File: src/rtl/lif_integrate_ctrl_pkg.sv
// Shared types, default parameters and saturation helper for the LIF integrate controller.
package lif_pkg;

  localparam int DEF_WIDTH      = 12;
  localparam int DEF_LEAK_SHIFT = 4;
  localparam int DEF_V_TH       = 400;
  localparam int DEF_T_REF      = 4;
  localparam int DEF_REF_W      = 3;

  typedef enum logic [1:0] {
    IDLE,
    CALC,
    FIRE,
    REFRACT
  } state_t;

  // Clamp a sign-extended wide value into the signed range of a w-bit result.
  function automatic logic signed [31:0] saturate(input logic signed [31:0] x,
                                                  input int unsigned w);
    logic signed [31:0] hi;
    logic signed [31:0] lo;
    hi = (32'sd1 <<< (w - 32'd1)) - 32'sd1;
    lo = -hi - 32'sd1;
    if (x > hi) return hi;
    else if (x < lo) return lo;
    else return x;
  endfunction

endpackage

File: src/rtl/lif_integrate_ctrl_if.sv
// Sample handshake and membrane-register control bundle of the LIF integrate controller.
interface lif_integrate_ctrl_if #(
  parameter int WIDTH = lif_pkg::DEF_WIDTH
) ();
  logic                    in_valid;
  logic                    in_ready;
  logic signed [WIDTH-1:0] in_current;
  logic signed [WIDTH-1:0] v_mem;
  logic signed [WIDTH-1:0] v_next;
  logic                    load;
  logic                    init;
  logic                    spike;
  logic                    refractory;

  modport master (
    output in_valid, in_current, v_mem,
    input  in_ready, v_next, load, init, spike, refractory
  );

  modport slave (
    input  in_valid, in_current, v_mem,
    output in_ready, v_next, load, init, spike, refractory
  );
endinterface

File: src/rtl/lif_integrate_ctrl_leak_integrate.sv
// Leaky integration: v_mem - (v_mem >>> LEAK_SHIFT) + cur, saturated back to WIDTH bits.
module lif_leak_integrate
  import lif_pkg::*;
#(
  parameter int WIDTH      = DEF_WIDTH,
  parameter int LEAK_SHIFT = DEF_LEAK_SHIFT
) (
  input  logic signed [WIDTH-1:0] v_mem,
  input  logic signed [WIDTH-1:0] cur,
  output logic signed [WIDTH-1:0] sat
);

  logic signed [WIDTH+1:0] v_ext;
  logic signed [WIDTH+1:0] c_ext;
  logic signed [WIDTH+1:0] leak;
  logic signed [WIDTH+1:0] sum;

  always_comb begin
    v_ext = (WIDTH+2)'(v_mem);
    c_ext = (WIDTH+2)'(cur);
    leak  = v_ext >>> LEAK_SHIFT;
    sum   = v_ext - leak + c_ext;
    sat   = WIDTH'(saturate(32'(sum), WIDTH));
  end

endmodule

File: src/rtl/lif_integrate_ctrl.sv
// LIF neuron integrate controller: sample handshake, leaky integration, threshold fire, refractory hold-off.
module lif_integrate_ctrl
  import lif_pkg::*;
#(
  parameter int WIDTH      = DEF_WIDTH,
  parameter int LEAK_SHIFT = DEF_LEAK_SHIFT,
  parameter int V_TH       = DEF_V_TH,
  parameter int T_REF      = DEF_T_REF,
  parameter int REF_W      = DEF_REF_W
) (
  input logic                clk,
  input logic                rst,
  lif_integrate_ctrl_if.slave bus
);

  localparam logic signed [WIDTH-1:0] TH = WIDTH'(V_TH);

  state_t                  state, state_n;
  logic signed [WIDTH-1:0] cur_q;
  logic signed [WIDTH-1:0] sat;
  logic [REF_W-1:0]        cnt, cnt_n;
  logic                    capture;

  lif_leak_integrate #(
    .WIDTH      (WIDTH),
    .LEAK_SHIFT (LEAK_SHIFT)
  ) u_leak (
    .v_mem (bus.v_mem),
    .cur   (cur_q),
    .sat   (sat)
  );

  always_ff @(posedge clk) begin
    if (!rst) begin
      state <= IDLE;
      cur_q <= '0;
      cnt   <= '0;
    end else begin
      state <= state_n;
      cnt   <= cnt_n;
      if (capture) cur_q <= bus.in_current;
    end
  end

  always_comb begin
    state_n        = state;
    cnt_n          = cnt;
    capture        = 1'b0;
    bus.in_ready   = 1'b0;
    bus.load       = 1'b0;
    bus.init       = 1'b0;
    bus.spike      = 1'b0;
    bus.refractory = 1'b0;
    bus.v_next     = '0;
    unique case (state)
      IDLE: begin
        bus.in_ready = 1'b1;
        if (bus.in_valid) begin
          capture = 1'b1;
          state_n = CALC;
        end
      end
      CALC: begin
        bus.v_next = sat;
        bus.load   = 1'b1;
        // Decide on the value being loaded; v_mem still holds the old potential.
        state_n    = (sat >= TH) ? FIRE : IDLE;
      end
      FIRE: begin
        bus.spike = 1'b1;
        bus.init  = 1'b1;
        if (T_REF > 0) begin
          state_n = REFRACT;
          cnt_n   = REF_W'(T_REF);
        end else begin
          state_n = IDLE;
        end
      end
      REFRACT: begin
        // Ready stays high so upstream drains; accepted samples are discarded.
        bus.refractory = 1'b1;
        bus.in_ready   = 1'b1;
        cnt_n          = cnt - REF_W'(1);
        if (cnt == REF_W'(1)) state_n = IDLE;
      end
      default: state_n = IDLE;
    endcase
  end

endmodule

File: src/flat_wrapper.sv
// flat-port wrapper written by rule: the top's interface ports become plain ports
module lif_integrate_ctrl_flat import lif_pkg::*;
#(
  parameter int WIDTH      = DEF_WIDTH,
  parameter int LEAK_SHIFT = DEF_LEAK_SHIFT,
  parameter int V_TH       = DEF_V_TH,
  parameter int T_REF      = DEF_T_REF,
  parameter int REF_W      = DEF_REF_W
)
  (clk, rst, bus_in_valid, bus_in_current, bus_v_mem, bus_in_ready, bus_v_next, bus_load, bus_init, bus_spike, bus_refractory);
  lif_integrate_ctrl_if #(.WIDTH(WIDTH)) bus_i ();
  input logic clk;
  input logic rst;
  input wire logic [$bits(bus_i.in_valid)-1:0] bus_in_valid;
  input wire logic [$bits(bus_i.in_current)-1:0] bus_in_current;
  input wire logic [$bits(bus_i.v_mem)-1:0] bus_v_mem;
  output wire logic [$bits(bus_i.in_ready)-1:0] bus_in_ready;
  output wire logic [$bits(bus_i.v_next)-1:0] bus_v_next;
  output wire logic [$bits(bus_i.load)-1:0] bus_load;
  output wire logic [$bits(bus_i.init)-1:0] bus_init;
  output wire logic [$bits(bus_i.spike)-1:0] bus_spike;
  output wire logic [$bits(bus_i.refractory)-1:0] bus_refractory;
  assign bus_i.in_valid = bus_in_valid;
  assign bus_i.in_current = bus_in_current;
  assign bus_i.v_mem = bus_v_mem;
  assign bus_in_ready = bus_i.in_ready;
  assign bus_v_next = bus_i.v_next;
  assign bus_load = bus_i.load;
  assign bus_init = bus_i.init;
  assign bus_spike = bus_i.spike;
  assign bus_refractory = bus_i.refractory;
  lif_integrate_ctrl #(.WIDTH(WIDTH), .LEAK_SHIFT(LEAK_SHIFT), .V_TH(V_TH), .T_REF(T_REF), .REF_W(REF_W)) u_core (.clk(clk), .rst(rst), .bus(bus_i));
endmodule
File: config.mk
export PLATFORM = sky130hd
export DESIGN_NAME = lif_integrate_ctrl_flat
export DESIGN_NICKNAME = d
export VERILOG_FILES = /design/src/rtl/lif_integrate_ctrl_pkg.sv /design/src/rtl/lif_integrate_ctrl_if.sv /design/src/rtl/lif_integrate_ctrl_leak_integrate.sv /design/src/rtl/lif_integrate_ctrl.sv /design/src/flat_wrapper.sv
export SDC_FILE = /design/constraint.sdc
export NUM_CORES = 1
export LEC_CHECK = 0
export BUFFER_PORTS_ARGS = -buffer_cell sky130_fd_sc_hd__buf_4
export CELL_PAD_IN_SITES_DETAIL_PLACEMENT = 1
export CELL_PAD_IN_SITES_GLOBAL_PLACEMENT = 2
export CORE_MARGIN = 2
export CORE_UTILIZATION = 33
export DETAILED_ROUTE_END_ITERATION = 10
export PLACE_DENSITY = 0.81
export SYNTH_ARGS = -nofsm -noshare
export SYNTH_HDL_FRONTEND = slang
export SYNTH_SLANG_ARGS = --single-unit
export TNS_END_PERCENT = 1
File: constraint.sdc
create_clock -name clk -period 9.4 [get_ports clk]
set_input_delay 0.47 -clock clk [delete_from_list [all_inputs] [get_ports clk]]
set_output_delay 0.47 -clock clk [all_outputs]
set_load 0.05 [all_outputs]
==> results of run 1 <==
## power breakdown
part / total (mW) / switching, mW / internal, mW
sequential: 0.0803 / 0.00324 / 0.0771
combinational: 0.261 / 0.164 / 0.0972
clock: 0.0533 / 0.0233 / 0.0300
total: 0.395 / 0.191 / 0.204
## layer usage
| metal | GRT usage, % | part of all wire [%] |
|---|---|---|
| met1 | 21.6 | 49 |
| met4 | 4.41 | 1.0 |
| met2 | 25.3 | 47 |
| met5 | 0 | 0 |
| met3 | 1.35 | 3.1 |
## per-stage QoR
step / std cells / setup slack (ns)
global placement: 361 / 5.56
finish: 365 / 5.57
CTS: 365 / 5.56
global route: 365 / 5.35
detailed placement: 361 / 5.57
floorplan: 254 / 5.69
## logic make-up (layout without fill, tap and decap cells)
| group | after synthesis | count (layout) |
|---|---|---|
| XOR/XNOR | 9 | 9 |
| buffers and inverters | 63 | 102 |
| adder cells (fa/ha/maj) | 31 | 31 |
| flip-flops | 17 | 17 |
| multiplexers | 1 | 1 |
| AO/OA/AOI/OAI | 62 | 62 |
| AND/OR/NAND/NOR | 71 | 71 |
## state kept, by name, summed over array words and instances, names as in the netlist, named ones only
signal	cells
u_core.cnt	3
u_core.cur_q	12
u_core.state	1
## worst max-delay path, stage by stage
cell and delay, ns:
buf_4 0.10, inv_1 0.05, fa_1 0.53, inv_1 0.06
ha_1 0.39, o21a_1 0.16, nor2_1 0.05, o32a_2 0.43
and3b_1 0.19, o21a_1 0.20, or2_1 0.33, o21a_1 0.23
buf_4 0.18
## Yosys cell counts, drive strengths merged
cell / instances
a311oi: 1
dlygate4sd3: 1
or4: 1
xnor2: 4
a31oi: 3
and3: 2
xor2: 5
and3b: 1
nor4: 1
clkbuf: 3
nand3: 2
o21ai: 1
a211oi: 5
nand2: 32
a21o: 4
o311ai: 1
o41ai: 2
dfxtp: 17
a22o: 1
fa: 11
nand4: 2
nor2b: 3
inv: 55
nor3: 2
a21oi: 23
and2b: 2
ha: 20
a2111o: 1
and2: 2
nor2: 19
mux2i: 1
buf: 4
o21bai: 2
a211o: 3
or2: 1
o21a: 12
o32a: 1
a221oi: 2
nand2b: 1
## layout make-up
type                    count  area, sq um
clock buffers               4         45.0
fillers                   710         3250
inverters                  55          206
multi-input cells         174         1320
flip-flops and latches     17          340
well taps                  72         90.1
repair buffers             43          323
## final timing paths
path                                      start         endpoint  slack [ns]  cells past startpoint
worst max-delay path               bus_v_mem[5]    bus_v_next[5]        5.57                     13
worst min-delay path            u_core.cur_q[1]  u_core.cur_q[1]        0.45                      2
worst max register to register  u_core.cur_q[1]         register        6.10                     11
worst min register to register  u_core.cur_q[1]  u_core.cur_q[1]        0.45                      2
==> results.cfg, run 1 <==
[clock_network]
cts_setup_buffers = 0
cts_tree = done
ctsResizeCount = 0
htree_levels = 1
clk_pin_slew_ns = 0.06
cts_buffers = 3
cts.path.max_buffers = 2
insertion_delay_ns = 0.25
hold_buffers = 0
root_buffer = clkbuf_8
clock_sinks = 17

[detailed_routing]
antenna_left = 0
wl_per_cell_um = 13.0
first_pass_iters = 4
avgViaCountPerCell = 4.83
via_count = 1764
drcViolationCount = 0
dr.first_iter.drc_count = 37
routed_wl_mm = 4.74

[logic_synthesis]
syn_inst = 254
synth_area_leaders = dfxtp_1, ha_1, fa_1
synthAdderAreaFrac_pct = 24.4
synth_top_area_share_pct = 17.6
synth_top_area_cell = dfxtp_1
syn-cell-area_sq_um = 1930
seq_area_frac_synth_pct = 17.6
yosys.area_share.simple_pct = 16.6
syn_nets = 312
synth_warnings = 0
ys_ff_latch = 17
synth_compound_area_share_pct = 23.0
synthMuxAreaShare_pct = 0.519
synth_xor_area_share_pct = 4.09
synth_cell_types = 47
synth_area_per_cell_sq_um = 7.60
synth_top_family_by_area = adder cells

[die]
core_sq_um = 5570
start_util_pct = 34.6
die_w_um = 80.5
die_area_sq_um = 6470
rows = 27
die_y_um = 80.5
io_pins = 44

[place]
place_area_sq_um = 2280
gp_congestion = 0.841
dp_hpwl_mm = 4.03
port_buffers = 43

[final_layout]
final_area_sq_um = 2330
nets = 352
final_core_util_pct = 41.8
layout.cells.most_common_list = inv_1, buf_4, nand2_1
layout-drive-gt1-share_pct = 19.1
num_antenna_cells = 0
final_common_cell = inv_1
area_growth_pct = 20.7

[hold_path]
hold_path.class = register to register

[global_routing]
antenna_found_initial = 0
grt_max_degree = 17
grt_pass1_vias = 1698
grt_use_total_pct = 15.4
globalRouteOverflowTotal = 0
grt_pass1_wl_mm = 7.94

[timing]
fmax_mhz = 261
tns_ns = 0
setup_violations = 0
slew_viol_final = 0
tightest_slew_ns = 0.592
max_slew_margin_pct = 60.5
rsz0062_at_grt = false
finalCriticalPeriod_ns = 3.83
whs_ns = 0.453
skew_ns = 0.00333
finalCritPeriodShare_pct = 40.8
hold_viol_final = 0

[status]
status = complete, no violations

[critical_path]
end_kind = output pin
path_max_fanout = 9
critical_path_class = input pin to output pin
cp.required_ns = 8.93
arrival_ns = 3.36
worstSetupStartpointType = input pin

[power]
p_per_area_nw_per_um2 = 170
leakagePower_nw = 1.15
peakVddDrop_mv = 0.0809
finalPower_mw = 0.395

[job]
cap_violations = 0
Note: power is estimated with default switching activity, not from simulation.
==> run 2, diff against run 1 <==
ABC_AREA = 1   (was default)
CORE_UTILIZATION = 29   (was 33)
PLACE_DENSITY = 0.75   (was 0.81)
clock period = 3.75 ns   (was 9.4 ns; I/O delays follow)
==> results.cfg, run 2 <==
[clock_network]
clk_pin_slew_ns = 0.08
ctsResizeCount = 0
htree_levels = 1
insertion_delay_ns = 0.26
cts_setup_buffers = 0
clock_sinks = 17
hold_buffers = 0
cts_buffers = 3
cts_tree = done
cts.path.max_buffers = 2
root_buffer = clkbuf_8

[critical_path]
r2r-start = u_core.cur_q[2]
cp.required_ns = 3.56
cp_cell_sequence = inv_1 -> fa_1 -> inv_1 -> ha_1 -> nand2_2 -> inv_2 -> nand2_1 -> nand2_1 -> nand2_1 -> nand3_1 -> nand2_1 -> nand2_1 -> o21ai_0 -> nand2_1 -> a21oi_1 -> buf_4
critPathMaxStageDelay_ns = 0.47
path_max_fanout = 14
crit_start = u_core.cur_q[5]
cp_slowest_cell = fa_1
path_buf_inv = 4
arrival_ns = 3.03
rr_worst_depth = 16
end_kind = output pin
regToRegSetupSlack_ns = 0.83
path_common_cell = nand2_1
critical_path_class = register to output pin
worstSetupStartpointType = register
crit_family = simple AND/OR/NAND/NOR gates

[power]
p_per_area_nw_per_um2 = 489
leakagePower_nw = 1.25
peakVddDrop_mv = 0.223

[logic_synthesis]
ys_ff_latch = 17
synth_xor_area_share_pct = 4.13
synth_area_per_cell_sq_um = 6.86
async_flop_share_pct = 0
yosys.area_share.simple_pct = 19.7
syn_nets = 336
synth_area_leaders = dfxtp_1, inv_1, ha_1
synth_edf_count = 0
synthMuxAreaShare_pct = 0
syn-cell-area_sq_um = 1910
synth_top_family_by_area = adder cells
synth_warnings = 0
synth_top_area_share_pct = 17.8
synthFlopType = dfxtp_1
synth_top_area_cell = dfxtp_1
seq_area_frac_synth_pct = 17.8
syn_inst = 278
yosysMostFrequentCell = inv_1
synthAdderAreaFrac_pct = 24.7
synth_commonest_cells = inv_1, nand2_1, a21oi_1
synth_cell_types = 30
synth_compound_area_share_pct = 17.5

[place]
port_buffers = 43
post-place-ws_ns = 0.768
gp_congestion = 0.804
dp_hpwl_mm = 4.12

[final_layout]
reg.largest.list = u_core.cur_q: 12 flops, u_core.cnt: 3 flops, u_core.state: 1 flops
largest_reg_flops = 12
layout.cells.most_common_list = inv_1, nand2_1, buf_4
layout-drive-gt1-share_pct = 21.1
final_common_cell = inv_1
final_core_util_pct = 36.7
num_antenna_cells = 0
area_growth_pct = 22.4
top_register = u_core.cur_q
nets = 377

[die]
die_area_sq_um = 7240
die_y_um = 85.1
start_util_pct = 30.0
core_sq_um = 6350
io_pins = 44
die_w_um = 85.1
rows = 29

[hold_path]
hold_path_end = u_core.cur_q[2]
hold_path.class = input pin to register
whs_path_depth = 3
min-delay-start = bus_in_current[2]

[timing]
max_slew_margin_pct = 53.0
setup_violations = 0
tightest_slew_ns = 0.703
setup_ws_ns = 0.536
slew_viol_final = 0
fmax_mhz = 311
finalCriticalPeriod_ns = 3.21
rsz0062_at_grt = false
tns_ns = 0
skew_ns = 0.00598
hold_viol_final = 0
finalCritPeriodShare_pct = 85.7

[global_routing]
grt_max_degree = 25
globalRouteOverflowTotal = 0
grt_pass1_wl_mm = 8.36
antenna_found_initial = 0
grt_pass1_vias = 1809
grt_use_total_pct = 14.1

[detailed_routing]
antenna_left = 0
wl_per_cell_um = 11.9
avgViaCountPerCell = 4.44
drcViolationCount = 0
via_count = 1753
first_pass_iters = 4
routed_wl_mm = 4.72
dr.first_iter.drc_count = 48

[job]
cap_violations = 0

[status]
status = complete, no violations
## run 2: how the worst max path moves through the flow
stage,cells past startpoint,end
6_report,16,bus_v_next[6]
4_1_cts,13,bus_v_next[6]
5_1_grt,16,bus_v_next[6]
3_3_place_gp,18,register
2_1_floorplan,18,bus_v_next[10]
3_5_place_dp,17,register
## run 2: layer usage
layer,global-route usage [%],routed length (um)
met5,0,0
met4,3.46,48
met3,1.95,168
met2,22.8,2090
met1,19.9,2420
## run 2: final cells by class
cell class                 count  area [sq um]
clock buffer                   3          41.3
clock inverter                 1          5.00
fill                         824          4020
inverter                      72           270
multi-input combinational    182          1260
sequential                    17           340
tap                           77          96.3
timing repair buffer          43           323
## run 2: metrics by stage
| stage | hold slack, ns | total power, mW | instance area (sq um) | cells |
|---|---|---|---|---|
| global route | 0.233 | 1.26 | 2330 | 395 |
| finish | 0.211 | 1.14 | 2330 | 395 |
| detailed placement | 0.464 | 1.01 | 2290 | 391 |
| CTS | 0.204 | 1.17 | 2330 | 395 |
| floorplan | 0.326 | 0.825 | 1910 | 278 |
| global placement | 0.451 | 1.01 | 2290 | 391 |
## run 2: logic make-up after synthesis
| kind of cell | after synthesis |
|---|---|
| fa+ha+maj | 31 |
| buf+inv | 79 |
| simple gates | 81 |
| compound gates | 61 |
| flops | 17 |
| xor+xnor | 9 |
## run 2: worst min-delay path, delay by kind of cell
kind	cells	cell delay (ns)
buffers and inverters	1	0.07
AO/OA/AOI/OAI	2	0.17
## run 2: report_power, final
group          switching (mW)  leakage, nW  internal [mW]
clock network          0.0705       0.0255         0.0739
registers             0.00578        0.140          0.198
logic                   0.529         1.08          0.263
==> run 3, diff against run 2 <==
--- a/constraint.sdc
+++ b/constraint.sdc
@@ -3,2 +3,2 @@
 set_output_delay 0.1875 -clock clk [all_outputs]
-set_load 0.05 [all_outputs]
+set_load 0.005 [all_outputs]
==> results.cfg, run 3 (synthesized netlist as in run 2, its figures left out) <==
[timing]
slew_viol_final = 0
finalCritPeriodShare_pct = 83.7
fmax_mhz = 319
setup_ws_ns = 0.611
hold_viol_final = 0
rsz0062_at_grt = false
finalCriticalPeriod_ns = 3.14
skew_ns = 0.00808
tns_ns = 0
tightest_slew_ns = 0.718
max_slew_margin_pct = 52.0
setup_violations = 0

[place]
dp_cells = 391
post-place-ws_ns = 0.750
gp_congestion = 0.731
port_buffers = 43
dp_hpwl_mm = 4.19

[final_layout]
area_growth_pct = 22.4
final_core_util_pct = 36.7
top_register = u_core.cur_q
largest_reg_flops = 12
layout.cells.most_common_list = inv_1, nand2_1, buf_4
layout-drive-gt1-share_pct = 21.1
nets = 377
reg.largest.list = u_core.cur_q: 12 flops, u_core.cnt: 3 flops, u_core.state: 1 flops
final_common_cell = inv_1
final_cells = 395
num_antenna_cells = 0

[clock_network]
clock_sinks = 17
cts_buffers = 3
cts_tree = done
insertion_delay_ns = 0.26
htree_levels = 1
cts.path.max_buffers = 2
root_buffer = clkbuf_8
ctsResizeCount = 0
clk_pin_slew_ns = 0.08
cts_setup_buffers = 0
hold_buffers = 0

[detailed_routing]
first_pass_iters = 4
wl_per_cell_um = 12.2
routed_wl_mm = 4.81
dr.first_iter.drc_count = 29
drcViolationCount = 0
via_count = 1749
avgViaCountPerCell = 4.43
antenna_left = 0

[critical_path]
end_kind = output pin
worstSetupStartpointType = register
path_max_fanout = 3
critPathMaxStageDelay_ns = 0.49
arrival_ns = 2.95
critical_path_class = register to output pin
cp_cell_sequence = inv_1 -> fa_1 -> inv_1 -> fa_1 -> nand3_1 -> nand2_1 -> nand2_1 -> nand3_1 -> a21oi_1 -> xor2_1 -> nor2_4 -> inv_1 -> a21oi_1 -> buf_4
cp.required_ns = 3.56
cp_slowest_cell = fa_1
path_common_cell = inv_1

[power]
power.switching_mw = 0.477
internal_power_mw = 0.532
p_sw_share_pct = 47.3
p_seq_share_pct = 20.3
power_frac_comb_pct = 64.8
finalPower_mw = 1.01
p_per_area_nw_per_um2 = 432
clockPowerShare_pct = 14.9
peakVddDrop_mv = 0.136
leakagePower_nw = 1.25

[die]
core_sq_um = 6350
rows = 29
die_w_um = 85.1
die_y_um = 85.1
start_util_pct = 30.0
die_area_sq_um = 7240
io_pins = 44

[global_routing]
globalRouteOverflowTotal = 0
grt_busiest_layer = met2
grt_pass1_wl_mm = 8.42
antenna_found_initial = 0
grt_use_total_pct = 14.3
grt_max_degree = 25
grt_pass1_vias = 1790
grt_use_met2_pct = 22.1
use_met3_pct = 2.04
grt_util_met1_pct = 20.9

[job]
cap_violations = 0

[hold_path]
hold_path.class = input pin to register

[status]
status = complete, no violations
-- run 3: cell counts in the layout (fill, tap and decap cells not counted) --
No cell type changed its count.
-- run 3: area by class of cell --
class                           count  area (sq um)
Clock buffer                        3          41.3
Clock inverter                      1          5.00
Fill cell                         829          4020
Inverter                           72           270
Multi-Input combinational cell    182          1260
Sequential cell                    17           340
Tap cell                           77          96.3
Timing Repair Buffer               43           323
-- run 3: critical path, delay by kind of cell, from the launching register on --
family                     cells  cell delay [ns]
buffers and inverters          4             0.34
DFF                            1             0.31
adders and majority gates      2             0.95
xor gates and xnor gates       1             0.36
and+or+nand+nor                5             0.47
AOI/OAI and AO/OA              2             0.25
-- run 3: final timing paths --
path | from | endpoint | slack, ns | cells after the start
hold / removal | bus_in_current[3] | u_core.cur_q[3] | 0.20 | 3
setup / recovery | u_core.cur_q[1] | bus_v_next[10] | 0.61 | 14
setup reg to reg | u_core.cur_q[2] | register | 0.83 | 16
hold reg to reg | u_core.cur_q[11] | u_core.cur_q[11] | 0.46 | 2
-- run 3: power by group through the flow --
stage	sequential, mW	combinational, mW	clock, mW
after floorplan	0.207	0.476	0
after global placement	0.208	0.660	0
after detailed placement	0.209	0.664	0
after CTS	0.205	0.668	0.155
after global routing	0.207	0.758	0.161
final	0.204	0.654	0.150
-- run 3: metrics by stage --
stage          cell area, sq um  hold WS (ns)
2_1_floorplan              1910         0.326
3_3_place_gp               2290         0.450
3_5_place_dp               2290         0.458
4_1_cts                    2330         0.199
5_1_grt                    2330         0.208
6_report                   2330         0.199
-- run 3: layer usage --
| layer | share of wire, % | routed length (um) |
|---|---|---|
| met1 | 53 | 2540 |
| met2 | 43 | 2050 |
| met3 | 3.5 | 166 |
| met4 | 1.0 | 49 |
| met5 | 0 | 0 |
